--- src/rtl/dma_bound_checker_wr.sv ---
// AXI write-path bound checker: each write burst is matched against a table of
// [base, bound] windows; hits go downstream, misses are sunk and answered with SLVERR.
module dma_bound_checker_wr #(
  parameter int NUM_ENTRIES = 8,
  parameter int ADDR_W      = 64,
  parameter int DATA_W      = 128,
  parameter int ID_W        = 5,
  parameter int CNT_W       = 16,
  parameter int IDX_W       = (NUM_ENTRIES > 1) ? $clog2(NUM_ENTRIES) : 1
) (
  input  logic                clock,
  input  logic                reset,
  input  logic                s_axi_aw_valid,
  output logic                s_axi_aw_ready,
  input  logic [ID_W-1:0]     s_axi_aw_bits_id,
  input  logic [ADDR_W-1:0]   s_axi_aw_bits_addr,
  input  logic [7:0]          s_axi_aw_bits_len,
  input  logic [2:0]          s_axi_aw_bits_size,
  input  logic [1:0]          s_axi_aw_bits_burst,
  input  logic                s_axi_w_valid,
  output logic                s_axi_w_ready,
  input  logic [DATA_W-1:0]   s_axi_w_bits_data,
  input  logic [DATA_W/8-1:0] s_axi_w_bits_strb,
  input  logic                s_axi_w_bits_last,
  output logic                s_axi_b_valid,
  input  logic                s_axi_b_ready,
  output logic [ID_W-1:0]     s_axi_b_bits_id,
  output logic [1:0]          s_axi_b_bits_resp,
  output logic                m_axi_aw_valid,
  input  logic                m_axi_aw_ready,
  output logic [ID_W-1:0]     m_axi_aw_bits_id,
  output logic [ADDR_W-1:0]   m_axi_aw_bits_addr,
  output logic [7:0]          m_axi_aw_bits_len,
  output logic [2:0]          m_axi_aw_bits_size,
  output logic [1:0]          m_axi_aw_bits_burst,
  output logic                m_axi_w_valid,
  input  logic                m_axi_w_ready,
  output logic [DATA_W-1:0]   m_axi_w_bits_data,
  output logic [DATA_W/8-1:0] m_axi_w_bits_strb,
  output logic                m_axi_w_bits_last,
  input  logic                m_axi_b_valid,
  output logic                m_axi_b_ready,
  input  logic [ID_W-1:0]     m_axi_b_bits_id,
  input  logic [1:0]          m_axi_b_bits_resp,
  input  logic                cfg_enable,
  input  logic                cfg_we,
  input  logic [IDX_W-1:0]    cfg_idx,
  input  logic [ADDR_W-1:0]   cfg_base,
  input  logic [ADDR_W-1:0]   cfg_bound,
  input  logic                cfg_entry_valid,
  input  logic                err_clr,
  output logic                err_valid,
  output logic [ADDR_W-1:0]   err_addr,
  output logic [ID_W-1:0]     err_id,
  output logic [CNT_W-1:0]    deny_count
);

  localparam int AW1 = ADDR_W + 1;

  typedef enum logic [2:0] {
    IDLE   = 3'd0,
    CHECK  = 3'd1,
    FWD_AW = 3'd2,
    FWD_W  = 3'd3,
    FWD_B  = 3'd4,
    DENY_W = 3'd5,
    DENY_B = 3'd6
  } state_e;

  state_e              state_q, state_d;
  logic [ID_W-1:0]     id_q;
  logic [ADDR_W-1:0]   addr_q;
  logic [7:0]          len_q;
  logic [2:0]          size_q;
  logic [1:0]          burst_q;
  logic [ADDR_W-1:0]   base_q  [NUM_ENTRIES];
  logic [ADDR_W-1:0]   bound_q [NUM_ENTRIES];
  logic [NUM_ENTRIES-1:0] valid_q;
  logic                err_valid_q;
  logic [ADDR_W-1:0]   err_addr_q;
  logic [ID_W-1:0]     err_id_q;
  logic [CNT_W-1:0]    deny_q;

  logic [AW1-1:0]      nbytes_s, end_s;
  logic                hit_s, pass_s, miss_s, aw_hs_s;

  // Last byte of the burst in ADDR_W+1 bits so a wrap past the top is visible as a carry.
  always_comb begin
    nbytes_s = (AW1'(len_q) + AW1'(1'b1)) << size_q;
    end_s    = {1'b0, addr_q} + nbytes_s - AW1'(1'b1);
    hit_s    = 1'b0;
    for (int i = 0; i < NUM_ENTRIES; i++) begin
      hit_s = hit_s | (valid_q[i] && (base_q[i] <= addr_q) &&
                       (end_s[ADDR_W-1:0] <= bound_q[i]));
    end
    pass_s = !cfg_enable || (!end_s[ADDR_W] && hit_s);
    miss_s = (state_q == CHECK) && !pass_s;
  end

  // Next state and channel steering; W and B pass straight through in the FWD states.
  always_comb begin
    state_d           = state_q;
    s_axi_aw_ready    = 1'b0;
    s_axi_w_ready     = 1'b0;
    s_axi_b_valid     = 1'b0;
    s_axi_b_bits_id   = {ID_W{1'b0}};
    s_axi_b_bits_resp = 2'b00;
    m_axi_aw_valid    = 1'b0;
    m_axi_w_valid     = 1'b0;
    m_axi_b_ready     = 1'b0;
    case (state_q)
      IDLE: begin
        s_axi_aw_ready = reset;
        if (s_axi_aw_valid && reset) state_d = CHECK;
        else                         state_d = IDLE;
      end
      CHECK: begin
        if (pass_s) state_d = FWD_AW;
        else        state_d = DENY_W;
      end
      FWD_AW: begin
        m_axi_aw_valid = 1'b1;
        if (m_axi_aw_ready) state_d = FWD_W;
        else                state_d = FWD_AW;
      end
      FWD_W: begin
        m_axi_w_valid = s_axi_w_valid;
        s_axi_w_ready = m_axi_w_ready;
        if (s_axi_w_valid && m_axi_w_ready && s_axi_w_bits_last) state_d = FWD_B;
        else                                                     state_d = FWD_W;
      end
      FWD_B: begin
        s_axi_b_valid     = m_axi_b_valid;
        s_axi_b_bits_id   = m_axi_b_bits_id;
        s_axi_b_bits_resp = m_axi_b_bits_resp;
        m_axi_b_ready     = s_axi_b_ready;
        if (m_axi_b_valid && s_axi_b_ready) state_d = IDLE;
        else                                state_d = FWD_B;
      end
      DENY_W: begin
        s_axi_w_ready = 1'b1;
        if (s_axi_w_valid && s_axi_w_bits_last) state_d = DENY_B;
        else                                    state_d = DENY_W;
      end
      DENY_B: begin
        s_axi_b_valid     = 1'b1;
        s_axi_b_bits_id   = id_q;
        s_axi_b_bits_resp = 2'b10;
        if (s_axi_b_ready) state_d = IDLE;
        else               state_d = DENY_B;
      end
      default: state_d = IDLE;
    endcase
  end

  assign aw_hs_s = (state_q == IDLE) && s_axi_aw_valid && reset;

  // FSM state and the captured AW fields of the burst in flight.
  always_ff @(posedge clock or negedge reset) begin
    if (!reset) begin
      state_q <= IDLE;
      id_q    <= {ID_W{1'b0}};
      addr_q  <= {ADDR_W{1'b0}};
      len_q   <= 8'd0;
      size_q  <= 3'd0;
      burst_q <= 2'd0;
    end else begin
      state_q <= state_d;
      if (aw_hs_s) begin
        id_q    <= s_axi_aw_bits_id;
        addr_q  <= s_axi_aw_bits_addr;
        len_q   <= s_axi_aw_bits_len;
        size_q  <= s_axi_aw_bits_size;
        burst_q <= s_axi_aw_bits_burst;
      end else begin
        id_q    <= id_q;
      end
    end
  end

  // Bound table; writes land at the edge, so a CHECK cycle always sees the old contents.
  always_ff @(posedge clock or negedge reset) begin
    if (!reset) begin
      valid_q <= {NUM_ENTRIES{1'b0}};
      for (int i = 0; i < NUM_ENTRIES; i++) begin
        base_q[i]  <= {ADDR_W{1'b0}};
        bound_q[i] <= {ADDR_W{1'b0}};
      end
    end else if (cfg_we) begin
      valid_q[cfg_idx] <= cfg_entry_valid;
      base_q[cfg_idx]  <= cfg_base;
      bound_q[cfg_idx] <= cfg_bound;
    end else begin
      valid_q <= valid_q;
    end
  end

  // Violation log: a miss arriving with err_clr re-arms and captures in the same cycle.
  always_ff @(posedge clock or negedge reset) begin
    if (!reset) begin
      err_valid_q <= 1'b0;
      err_addr_q  <= {ADDR_W{1'b0}};
      err_id_q    <= {ID_W{1'b0}};
      deny_q      <= {CNT_W{1'b0}};
    end else begin
      if (miss_s && (deny_q != {CNT_W{1'b1}})) deny_q <= deny_q + CNT_W'(1'b1);
      else                                     deny_q <= deny_q;
      if (miss_s && (!err_valid_q || err_clr)) begin
        err_valid_q <= 1'b1;
        err_addr_q  <= addr_q;
        err_id_q    <= id_q;
      end else if (err_clr) begin
        err_valid_q <= 1'b0;
      end else begin
        err_valid_q <= err_valid_q;
      end
    end
  end

  assign m_axi_aw_bits_id    = id_q;
  assign m_axi_aw_bits_addr  = addr_q;
  assign m_axi_aw_bits_len   = len_q;
  assign m_axi_aw_bits_size  = size_q;
  assign m_axi_aw_bits_burst = burst_q;
  assign m_axi_w_bits_data   = s_axi_w_bits_data;
  assign m_axi_w_bits_strb   = s_axi_w_bits_strb;
  assign m_axi_w_bits_last   = s_axi_w_bits_last;
  assign err_valid           = err_valid_q;
  assign err_addr            = err_addr_q;
  assign err_id              = err_id_q;
  assign deny_count          = deny_q;

endmodule

--- config.mk ---
export PLATFORM = sky130hd
export DESIGN_NAME = dma_bound_checker_wr
export DESIGN_NICKNAME = d
export VERILOG_FILES = /design/src/rtl/dma_bound_checker_wr.sv
export SDC_FILE = /design/constraint.sdc
export NUM_CORES = 2
export LEC_CHECK = 0
export CAP_MARGIN = 20
export CORE_MARGIN = 5
export CORE_UTILIZATION = 50
export CTS_CLUSTER_SIZE = 24
export DETAILED_ROUTE_END_ITERATION = 8
export PLACE_DENSITY_LB_ADDON = 0.25
export SLEW_MARGIN = 20
export SYNTH_ARGS = -nofsm -noshare
export SYNTH_HDL_FRONTEND = slang
export SYNTH_SLANG_ARGS = --single-unit
--- constraint.sdc ---
create_clock -name clock -period 18.19 [get_ports clock]
set_input_delay 3.638 -clock clock [delete_from_list [all_inputs] [get_ports clock]]
set_output_delay 3.638 -clock clock [all_outputs]
set_load 0.005 [all_outputs]
==> results.json <==
{
  "worst_path_max_delay_cell": "dfrtp_1",
  "yosysMostFrequentCell": "dfrtp_1",
  "final_area_um2": 83500,
  "holdPathStages": 1,
  "finalCriticalPeriod_ps": 10290,
  "ctsHtreeMaxLevel": 4,
  "synth_top_area_share_pct": 40.9,
  "ctsHoldBuffers": 0,
  "worstMarginPinSlew_ps": 1170,
  "drive_above_1_share_pct": 17.0,
  "cts_tree": "done",
  "grt_pass1_vias": 55500,
  "worstSetupPathType": "reg2reg",
  "nFillCells": 12400,
  "critPathBufInv": 4,
  "min_path_type": "reg2reg",
  "slew_violations": 0,
  "rrSetupSlack_ps": 7900,
  "clkTransAtPathRegs_ps": 60,
  "cp_common_cell": "o21ai_0",
  "hold_viol": 0,
  "synth_area_leaders": "dfrtp_1, ha_1, mux2_2",
  "antenna_found_initial": 16,
  "r2r_end": "err_addr[32]",
  "finalCritPeriodShare_pct": 56.6,
  "area_growth_pct": 13.4,
  "hpwlAfterDp_um": 165000,
  "cp-end-kind": "flip-flop",
  "syn_area_um2": 73600,
  "crit_arrival_ps": 10930,
  "hold-path-endpoint": "err_addr[59]",
  "antenna_left": 0,
  "synthArstFlopShare_pct": 100,
  "worstHoldStart": "err_addr[59]",
  "num_rows": 140,
  "fmax_ghz": 0.0972,
  "clock_latency_ps": 780,
  "drt-initial-drc-count": 4087,
  "rsz0062_at_grt": "no",
  "worst_path_dominant_cell_family": "compound AO/OA/AOI/OAI gates",
  "post-cts-setup-buffer-count": 0,
  "fp.coreArea_um2": 146000,
  "die_y_um": 394,
  "num_vias": 55100,
  "grt_first_pass_wirelength_um": 339000,
  "synth-edff-count": 0,
  "syn_inst": 6899,
  "wl_per_cell_um": 24.2,
  "drc": 0,
  "cts_num_sinks": 1203,
  "skew_ps": 27.3,
  "ys_ff_latch": 1203,
  "drv_cap": 0,
  "numCtsBuffers": 137,
  "root_buffer": "clkbuf_16",
  "synthTopCellsByCount": "dfrtp_1, ha_1, mux2_2",
  "globalplace.congestion": 0.924,
  "synth_nets": 8382,
  "ios": 703,
  "clock_path_buffers": 3,
  "maxSlewHeadroom_pct": 21.4,
  "status": "complete, no violations",
  "start_kind": "flip-flop",
  "portBuffers": 414,
  "cts.repair.resized": 0,
  "cpPeakStageDelay_ps": 750,
  "setup_viol": 0,
  "finalSetupTns_ps": 0,
  "dieArea_um2": 155000,
  "worst-r2r-cell-count": 32,
  "crit_fanout": 43,
  "critical_path_required_ps": 18830,
  "initial_utilization_pct": 50.4,
  "grt_max_degree": 177,
  "grtUsageTotal_pct": 28.2,
  "yosysTopAreaCell": "dfrtp_1",
  "overflow": 0,
  "synth_cell_types": 79,
  "ys.flop_type": "dfrtp_1",
  "yosysSeqAreaShare_pct": 40.9,
  "routed_wl_um": 223000,
  "fp.dieW_um": 394,
  "drt_pass1_iterations": 6,
  "regToRegStartpoint": "m_axi_aw_bits_size[0]",
  "vias_per_cell": 5.97,
  "synth.avg_cell_area_um2": 10.7,
  "fin_nets": 8683,
  "synth-warning-count": 0,
  "place_area_um2": 79100
}
==> flip-flops by register name (all words and copies together) (netlist names) <==
signal and cells:
base_q 512, bound_q 512, err_addr 64, m_axi_aw_bits_addr 64, deny_count 16, m_axi_aw_bits_len 8
valid_q 8, err_id 5, m_axi_aw_bits_id 5, m_axi_aw_bits_size 3, state_q 3, m_axi_aw_bits_burst 2
err_valid 1
==> worst register-to-register path: cells and delay by family (launching register included) <==
family                     cells  cell delay [ps]
and+or+nand+nor               10             2970
AOI/OAI and AO/OA             14             3880
adders and majority gates      3              930
muxes                          1              520
DFF                            1              750
buffers and inverters          4             1130
==> metal layers <==
metal  global-route usage (%)  part of all wire (%)  vias to the layer above
met3                     4.85                   6.3                      462
met5                        0                 0.024                        -
li1                         -                     -                    25300
met4                     10.8                   4.0                        6
met1                     38.6                    44                    27600
met2                     45.2                    46                     1705
==> layout make-up <==
type                       count  area, um2  share of cell area (%)
timing repair buffer         494       4830                    5.79
clock buffer                 190       3900                    4.67
clock inverter                48        462                   0.553
multi-input combinational   4710      39300                    47.1
antenna                       11       27.5                  0.0330
tap                         1917       2400                    2.87
sequential                  1203      30100                    36.1
inverter                     654       2450                    2.94
==> per-stage QoR <==
stage	hold slack, ps	setup slack, ps	instances	util [%]
4_1_cts	489	8210	9215	57.1
2_1_floorplan	474	10580	6899	-
5_1_grt	508	7440	9221	57.1
6_report	483	7900	9227	57.2
3_3_place_gp	469	8480	8976	54.1
3_5_place_dp	475	8250	8977	54.1
==> cell usage in the layout, fill, tap and decap left out, types with 12 or more instances in the layout <==
cell type           n
clkbuf_1           28
nor2_1            128
a31oi_1            17
o21bai_1           19
nand2b_1           19
o31ai_1            12
a221o_1            15
a221oi_1           36
nor4_1             42
and3_1             23
clkbuf_16         139
and2_1             17
nor2b_1            44
clkbuf_8           23
a22oi_1            12
clkdlybuf4s50_1   413
clkinv_2           26
xnor2_1            40
a211oi_1           45
a21o_1            181
buf_4              73
inv_1             654
mux2_2            922
a21oi_1           428
nor3_1             50
and4_1             30
dfrtp_1          1203
nand2_1           525
ha_1             1105
o21a_1             23
nand4_1           200
nand3_1           106
xor2_1             27
o211ai_1           28
o21ai_0           449
==> cell families after synthesis <==
family / count (synthesis) / synth area share [%]
AOI/OAI and AO/OA: 1349 / 11.0
adders and majority gates: 1106 / 18.8
muxes: 943 / 14.4
DFF: 1203 / 40.9
and+or+nand+nor: 1240 / 8.24
xor gates and xnor gates: 72 / 0.856
buffers and inverters: 986 / 5.83
==> worst max-delay path by stage <==
stage	startpoint	endpoint	slack [ps]	cells after the start
3_5_place_dp	m_axi_aw_bits_size[0]	err_addr[1]	8250	33
4_1_cts	m_axi_aw_bits_size[0]	err_addr[6]	8210	33
5_1_grt	m_axi_aw_bits_size[0]	err_addr[61]	7440	32
2_1_floorplan	reset	s_axi_aw_ready	10580	1
3_3_place_gp	m_axi_aw_bits_size[0]	err_addr[54]	8480	32
6_report	m_axi_aw_bits_size[0]	err_addr[32]	7900	32
Power is left out: the tool's default activity adds up to more than one toggle a clock period on the data nets, which glitch-free logic cannot reach.
